$ cat src/rtl/axi_lite_master.sv
// rtl/axi_lite_master.sv - AXI4-Lite initiator with a valid/ready command port and response port
module axi_lite_master #(
  parameter int         DATA_WIDTH = 32,
  parameter int         ADDR_WIDTH = 5,
  parameter logic [2:0] PROT       = 3'b000
) (
  input  logic                    axi_clk,
  input  logic                    axi_reset,
  // command port
  input  logic                    cmd_valid,
  output logic                    cmd_ready,
  input  logic                    cmd_write,
  input  logic [ADDR_WIDTH-1:0]   cmd_addr,
  input  logic [DATA_WIDTH-1:0]   cmd_wdata,
  input  logic [DATA_WIDTH/8-1:0] cmd_wstrb,
  // response port
  output logic                    rsp_valid,
  input  logic                    rsp_ready,
  output logic                    rsp_write,
  output logic [DATA_WIDTH-1:0]   rsp_rdata,
  output logic [1:0]              rsp_resp,
  // AW channel
  output logic [ADDR_WIDTH-1:0]   axi_awaddr,
  output logic [2:0]              axi_awprot,
  output logic                    axi_awvalid,
  input  logic                    axi_awready,
  // W channel
  output logic [DATA_WIDTH-1:0]   axi_wdata,
  output logic [DATA_WIDTH/8-1:0] axi_wstrb,
  output logic                    axi_wvalid,
  input  logic                    axi_wready,
  // B channel
  input  logic [1:0]              axi_bresp,
  input  logic                    axi_bvalid,
  output logic                    axi_bready,
  // AR channel
  output logic [ADDR_WIDTH-1:0]   axi_araddr,
  output logic [2:0]              axi_arprot,
  output logic                    axi_arvalid,
  input  logic                    axi_arready,
  // R channel
  input  logic [DATA_WIDTH-1:0]   axi_rdata,
  input  logic [1:0]              axi_rresp,
  input  logic                    axi_rvalid,
  output logic                    axi_rready
);

  localparam int STRB_WIDTH = DATA_WIDTH / 8;

  typedef enum logic [2:0] {
    S_IDLE,
    S_WR,
    S_WR_RESP,
    S_RD,
    S_RD_DATA,
    S_DONE
  } state_t;

  state_t                  state_q, state_d;
  logic [ADDR_WIDTH-1:0]   addr_q, addr_d;
  logic [DATA_WIDTH-1:0]   wdata_q, wdata_d;
  logic [STRB_WIDTH-1:0]   wstrb_q, wstrb_d;
  logic                    write_q, write_d;
  logic                    aw_done_q, aw_done_d;
  logic                    w_done_q, w_done_d;
  logic [DATA_WIDTH-1:0]   rsp_rdata_q, rsp_rdata_d;
  logic [1:0]              rsp_resp_q, rsp_resp_d;

  // All bus-facing controls decode straight from the state register, so a
  // reset edge clears every valid/ready on the very next cycle.
  assign cmd_ready   = axi_reset && (state_q == S_IDLE);
  assign axi_awvalid = (state_q == S_WR) && !aw_done_q;
  assign axi_wvalid  = (state_q == S_WR) && !w_done_q;
  assign axi_bready  = (state_q == S_WR_RESP);
  assign axi_arvalid = (state_q == S_RD);
  assign axi_rready  = (state_q == S_RD_DATA);
  assign rsp_valid   = (state_q == S_DONE);

  assign axi_awaddr  = addr_q;
  assign axi_araddr  = addr_q;
  assign axi_awprot  = PROT;
  assign axi_arprot  = PROT;
  assign axi_wdata   = wdata_q;
  assign axi_wstrb   = wstrb_q;
  assign rsp_write   = write_q;
  assign rsp_rdata   = rsp_rdata_q;
  assign rsp_resp    = rsp_resp_q;

  // Next-state logic: one transaction at a time, AW and W completion tracked independently
  always_comb begin
    state_d     = state_q;
    addr_d      = addr_q;
    wdata_d     = wdata_q;
    wstrb_d     = wstrb_q;
    write_d     = write_q;
    aw_done_d   = aw_done_q;
    w_done_d    = w_done_q;
    rsp_rdata_d = rsp_rdata_q;
    rsp_resp_d  = rsp_resp_q;
    case (state_q)
      S_IDLE: begin
        if (cmd_valid && cmd_ready) begin
          addr_d    = cmd_addr;
          wdata_d   = cmd_wdata;
          wstrb_d   = cmd_wstrb;
          write_d   = cmd_write;
          aw_done_d = 1'b0;
          w_done_d  = 1'b0;
          state_d   = cmd_write ? S_WR : S_RD;
        end
      end
      S_WR: begin
        if (axi_awvalid && axi_awready) aw_done_d = 1'b1;
        if (axi_wvalid && axi_wready)   w_done_d  = 1'b1;
        if (aw_done_d && w_done_d)      state_d   = S_WR_RESP;
      end
      S_WR_RESP: begin
        if (axi_bvalid) begin
          rsp_resp_d  = axi_bresp;
          rsp_rdata_d = '0;
          state_d     = S_DONE;
        end
      end
      S_RD: begin
        if (axi_arready) state_d = S_RD_DATA;
      end
      S_RD_DATA: begin
        if (axi_rvalid) begin
          rsp_rdata_d = axi_rdata;
          rsp_resp_d  = axi_rresp;
          state_d     = S_DONE;
        end
      end
      S_DONE: begin
        if (rsp_ready) state_d = S_IDLE;
      end
      default: state_d = S_IDLE;
    endcase
  end

  // State and captured-transaction registers with synchronous active-low reset
  always_ff @(posedge axi_clk) begin
    if (!axi_reset) begin
      state_q     <= S_IDLE;
      addr_q      <= '0;
      wdata_q     <= '0;
      wstrb_q     <= '0;
      write_q     <= 1'b0;
      aw_done_q   <= 1'b0;
      w_done_q    <= 1'b0;
      rsp_rdata_q <= '0;
      rsp_resp_q  <= 2'b00;
    end else begin
      state_q     <= state_d;
      addr_q      <= addr_d;
      wdata_q     <= wdata_d;
      wstrb_q     <= wstrb_d;
      write_q     <= write_d;
      aw_done_q   <= aw_done_d;
      w_done_q    <= w_done_d;
      rsp_rdata_q <= rsp_rdata_d;
      rsp_resp_q  <= rsp_resp_d;
    end
  end

endmodule
$ cat config.mk
export PLATFORM = sky130hd
export DESIGN_NAME = axi_lite_master
export DESIGN_NICKNAME = d
export VERILOG_FILES = /design/src/rtl/axi_lite_master.sv
export SDC_FILE = /design/constraint.sdc
export NUM_CORES = 1
export LEC_CHECK = 0
export ABC_CLOCK_PERIOD_IN_PS = 1510
export BUFFER_PORTS_ARGS = -buffer_cell sky130_fd_sc_hd__buf_2
export CELL_PAD_IN_SITES_DETAIL_PLACEMENT = 0
export CELL_PAD_IN_SITES_GLOBAL_PLACEMENT = 1
export CORE_MARGIN = 5
export CORE_UTILIZATION = 32
export DETAILED_ROUTE_END_ITERATION = 6
export PLACE_DENSITY_LB_ADDON = 0.1
export SETUP_SLACK_MARGIN = 0.02
export SLEW_MARGIN = 5
export SYNTH_ARGS = -nofsm -noshare
export SYNTH_HDL_FRONTEND = slang
export SYNTH_SLANG_ARGS = --single-unit
$ cat constraint.sdc
create_clock -name axi_clk -period 1.51 [get_ports axi_clk]
set_input_delay 0.302 -clock axi_clk [delete_from_list [all_inputs] [get_ports axi_clk]]
set_output_delay 0.302 -clock axi_clk [all_outputs]
set_load 0.05 [all_outputs]
======== Word level (Yosys, flattened, before mapping) ========
Index checks and enable logic that the tools add are counted.
storage, ports and cells
  bits in registers ....................... 81
  logic and storage cells ................. 57
  output and inout bits ................... 94
cells by class
  muxes and demuxes ....................... 21
  reduce and logical (&&, ||, !) cells .... 16
  equal/unequal tests ..................... 11
operators by type and width
  operator                                             number
  2-to-1 mux 32 bit                                    2
  case mux 32 bit (2 select lines)                     1
  2-to-1 mux 3 bit                                     6
  case mux 3 bit (6 select lines)                      1
  != test 2 x 1 -> 1 bit, second input constant        4
  logical AND 1 bit                                    7
  equality test 3 x 2 -> 1 bit, second input constant  2
  equality test 3 bit, second input constant           2
  2-to-1 mux 2 bit                                     3
  AND reduction 6 bit                                  1
  2-to-1 mux 1 bit                                     5
  != test 2 bit, second input constant                 2
  case mux 1 bit (2 select lines)                      2
  case mux 2 bit (2 select lines)                      1
  AND reduction 2 bit                                  2
  nonzero test 2 bit                                   2
  equality test 3 x 1 -> 1 bit, second input constant  1
  zero test 3 bit                                      1
  AND reduction 3 bit                                  1
  zero test 1 bit                                      2

======== Depth between registers and ports, before layout ========
  depth in word-level cells ............... 8
  depth in mapped cells ................... 7

======== Worst setup path after synthesis ========
No wires, ideal clock.
  kind .................................... register to output
  start ................................... reg state_q[1]
  end ..................................... out cmd_ready
  arrival ................................. 1.722 ns
  buffers on the path ..................... 1
  stages on the path, launching flop included .. 4
  setup slack ............................. -0.514 ns
  required time ........................... 1.208 ns
  path through ............................ dfxtp_1 buf_6 nand2b_1 nor3_1
between the ends
  cells in the longest elaborated chain, start to end .. 2
RTL lines
  what                    RTL line  source
  from (decl)             59        state_t state_q, state_d;
  from (signal assigned)  154       state_q <= state_d;
  zero test 3 bit         71        assign cmd_ready = axi_reset && (state_q == S_IDLE);
  logical AND 1 bit       71
  to (decl)               11        output logic cmd_ready,
No other way between the ends.

======== Worst setup path after layout ========
  start ................................... reg state_q[2]
  end ..................................... out axi_awvalid
between the ends
  cells in the longest elaborated chain, start to end .. 2
RTL lines
  what                          RTL line  source
  equality test 3 x 1 -> 1 bit  72        assign axi_awvalid = (state_q == S_WR) && !aw_done_q;
  logical AND 1 bit             72
  to (decl)                     25        output logic axi_awvalid,
No other way between the ends.

==> flow_summary_export.csv <==
group,metric,value,unit
routing,num_vias,3093,
worst_setup_path,worstPathMaxFanout,4,
layout,num_antenna_cells,0,
clock_network,clk_pin_slew_worst_paths,0.09,ns
global_routing,grt_antenna_before_repair,1,
die,die-area,12900,um2
placed_design,dp_hpwl,6690,um
clock_network,clock_latency,0.34,ns
global_routing,grt.total_usage,14.3,%
power_and_ir_drop,power_density,1690,nW/um2
power_and_ir_drop,power_frac_comb,46.2,%
power_and_ir_drop,p_int,4.87,mW
layout,instances_no_fill,692,
layout,layout-drive-gt1-share,52.0,%
placed_design,place_ws,0.0572,ns
flow_run,cap_violations,0,
power_and_ir_drop,p_leak,2.44,nW
routing,drc_errors,0,
yosys,yosys_warnings,0,
routing,ant_nets,0,
worst_setup_path,rr_worst_depth,7,
layout,final_cell_mix,"buf_2, nand2_1, dfxtp_1",
worst_setup_path,crit_chain,"or3b_4 -> nor2_4 -> buf_8",
worst_setup_path,reg2reg_slack,-0.11,ns
worst_setup_path,critPathCaptureType,"primary output",
yosys,avgSynthCellArea,9.43,um2
status,status,"complete, but fails checks",
global_routing,grt_pass1_wl,14900,um
power_and_ir_drop,switchingPower,3.55,mW
timing,finalCriticalPeriod,1.69,ns
timing,max_freq,0.593,GHz
global_routing,grt_start_max_net_pins,62,
clock_network,cts_buffers,9,
die,row_count,37,
power_and_ir_drop,sw_frac_of_total,42.2,%
routing,wl_met3,1010,um
global_routing,overflow,0,
die,core_area,10400,um2
yosys,syn_area,3430,um2
die,initial_core_util,33.0,%
routing,dr.max_layer_used,"met5",
worst_setup_path,timing_worst_setup_path_type,"register to primary output",
yosys,synth_flop_cell,"dfxtp_1",
worst_setup_path,r2r_end,"rsp_rdata[11]",
min_path,holdCritPathClass,"input port to register",
timing,setup_viol,40,
worst_setup_path,rr_startpoint,"state_q[2]",
placed_design,dpl-instance-area,4380,um2
yosys,ys_types,39,
yosys,netlist_instances,364,
yosys,synth-edff-count,0,
worst_setup_path,crit_arrival,1.38,ns
clock_network,root_buffer,"clkbuf_8",
die,io_pins,181,
yosys,yosysSeqAreaShare,47.2,%
clock_network,h-tree-depth,3,
timing,hold-worst-slack,0.133,ns
min_path,hold_end,"axi_wdata[12]",
die,die_w,114,um
power_and_ir_drop,seqPwrFrac,32.1,%
clock_network,clk_path_buf_depth,2,
layout,final_common_cell,"buf_2",
placed_design,placed_cells,655,
placed_design,port_buffers,174,
routing,first_iter_violations,165,
global_routing,first_global_vias,2975,
die,die_h,114,um
timing,worst_slack,-0.177,ns
timing,finalHoldViolations,0,
timing,drv_slew,0,
status,violations,"setup timing",
layout,finalInstanceArea,4990,um2
worst_setup_path,worstPathRequired,1.21,ns
timing,rsz0062_at_grt,"yes",
routing,post_drt_wl_per_cell,14.6,um
min_path,whs_path_depth,3,
power_and_ir_drop,ir_drop,0.771,mV
worst_setup_path,cpMaxStageDelayCell,"or3b_4",
min_path,hold_start,"cmd_wdata[12]",
yosys,async_flop_share,0,%
layout,areaGrowthSynthToFinish,45.4,%
clock_network,cts_tree,"done",
layout,fin_nets,638,
timing,fin_skew,0.00507,ns
routing,routed_wl,10100,um
placed_design,gp_congestion,0.744,
clock_network,numClockSinks,81,
yosys,ys_ff_latch,81,
timing,fin_crit_sh,112,%
worst_setup_path,start_kind,"register",
routing,drt-pass1-iter-count,4,
routing,met2_length,4800,um
routing,viasPerCell,4.47,
routing,route.layer.met1.wl,4150,um
power_and_ir_drop,pwr-share-clk,21.8,%
worst_setup_path,slowest_delay,0.43,ns
final cells by class:
cell class / instances / area, um2
Fill cell: 1005 / 5420
Sequential cell: 81 / 1630
Multi-Input combinational cell: 248 / 1620
Timing Repair Buffer: 210 / 1330
Tap cell: 136 / 170
Clock buffer: 11 / 151
Clock inverter: 5 / 86.3
Inverter: 1 / 3.75
metrics by stage:
stage               power, mW  util (%)  setup TNS, ns
floorplan                5.31         -          -3.93
global placement         6.00      42.1              0
detailed placement       6.02      42.1              0
CTS                      8.21      46.2          -1.18
global route             8.88      47.9          -6.05
finish                   8.43      47.9          -3.42
cells in the mapped netlist, types with 2 or more instances:
master | count | area [um2]
a21boi_1 | 2 | 15.0
a21oi_1 | 4 | 20.0
a22oi_1 | 2 | 15.0
a22oi_2 | 30 | 375
and2_1 | 3 | 18.8
buf_1 | 3 | 11.3
buf_12 | 3 | 60.1
buf_2 | 7 | 35.0
buf_4 | 15 | 113
buf_6 | 7 | 78.8
clkbuf_1 | 5 | 18.8
dfxtp_1 | 81 | 1620
mux2i_1 | 3 | 30.0
nand2_1 | 91 | 342
nand2b_1 | 3 | 18.8
nand3_1 | 43 | 215
nand3b_1 | 2 | 15.0
nor2_1 | 5 | 18.8
nor2b_1 | 27 | 169
nor2b_2 | 8 | 70.1
or2_0 | 2 | 12.5
kinds of logic (layout without fill, tap and decap cells):
kind of cell           Yosys count  after routing  share of synthesized area, %
AND/OR/NAND/NOR                194            194                          28.2
other                            1              6                         0.109
multiplexers                     3              3                         0.875
flip-flops                      81             81                          47.2
AO/OA/AOI/OAI                   44             45                          14.2
buffers and inverters           41            227                          9.33
power groups by stage:
stage,sequential [mW],clock [mW],combinational (mW)
2_1_floorplan,3.78,0,1.54
3_3_place_gp,2.74,0,3.27
3_5_place_dp,2.75,0,3.27
4_1_cts,2.70,1.91,3.59
5_1_grt,2.75,2.00,4.13
6_report,2.70,1.84,3.89
worst max-delay path by stage:
stage | cells past startpoint | slack, ns | start | end
6_report | 3 | -0.18 | state_q[2] | axi_awvalid
5_1_grt | 3 | -0.24 | state_q[0] | axi_awvalid
4_1_cts | 3 | -0.20 | state_q[0] | axi_awvalid
3_5_place_dp | 3 | 0.06 | state_q[2] | axi_awvalid
3_3_place_gp | 3 | 0.06 | state_q[2] | axi_awvalid
2_1_floorplan | 6 | -0.13 | state_q[1] | rsp_rdata[11]
routing by layer:
layer  up-vias  track usage, %
met5         -               0
met4         2            4.33
met3        11            6.26
met2       129            22.9
met1      1379            17.4
li1       1572               -
worst max-delay path, delay by kind of cell, from the launching register on:
kind	cells	cell delay, ns
flops	1	0.36
simple gates	2	0.53
buf+inv	1	0.15
flip-flops by register name, indices dropped and copies added (netlist names):
name and cells:
aw_done_q 1, axi_araddr 5, axi_wdata 32, axi_wstrb 4
rsp_rdata 32, rsp_resp 2, rsp_write 1, state_q 3
w_done_q 1
what timing repair did:
action                     in CTS  in global routing
setup endpoints to repair       7                 87
setup buffers                  11                  5
hold buffers                    0                  0
gates resized for setup        30                 11
cloned                          0                  5
pin swaps                      29                 11
No activity file was read; power rests on OpenSTA's default activity.
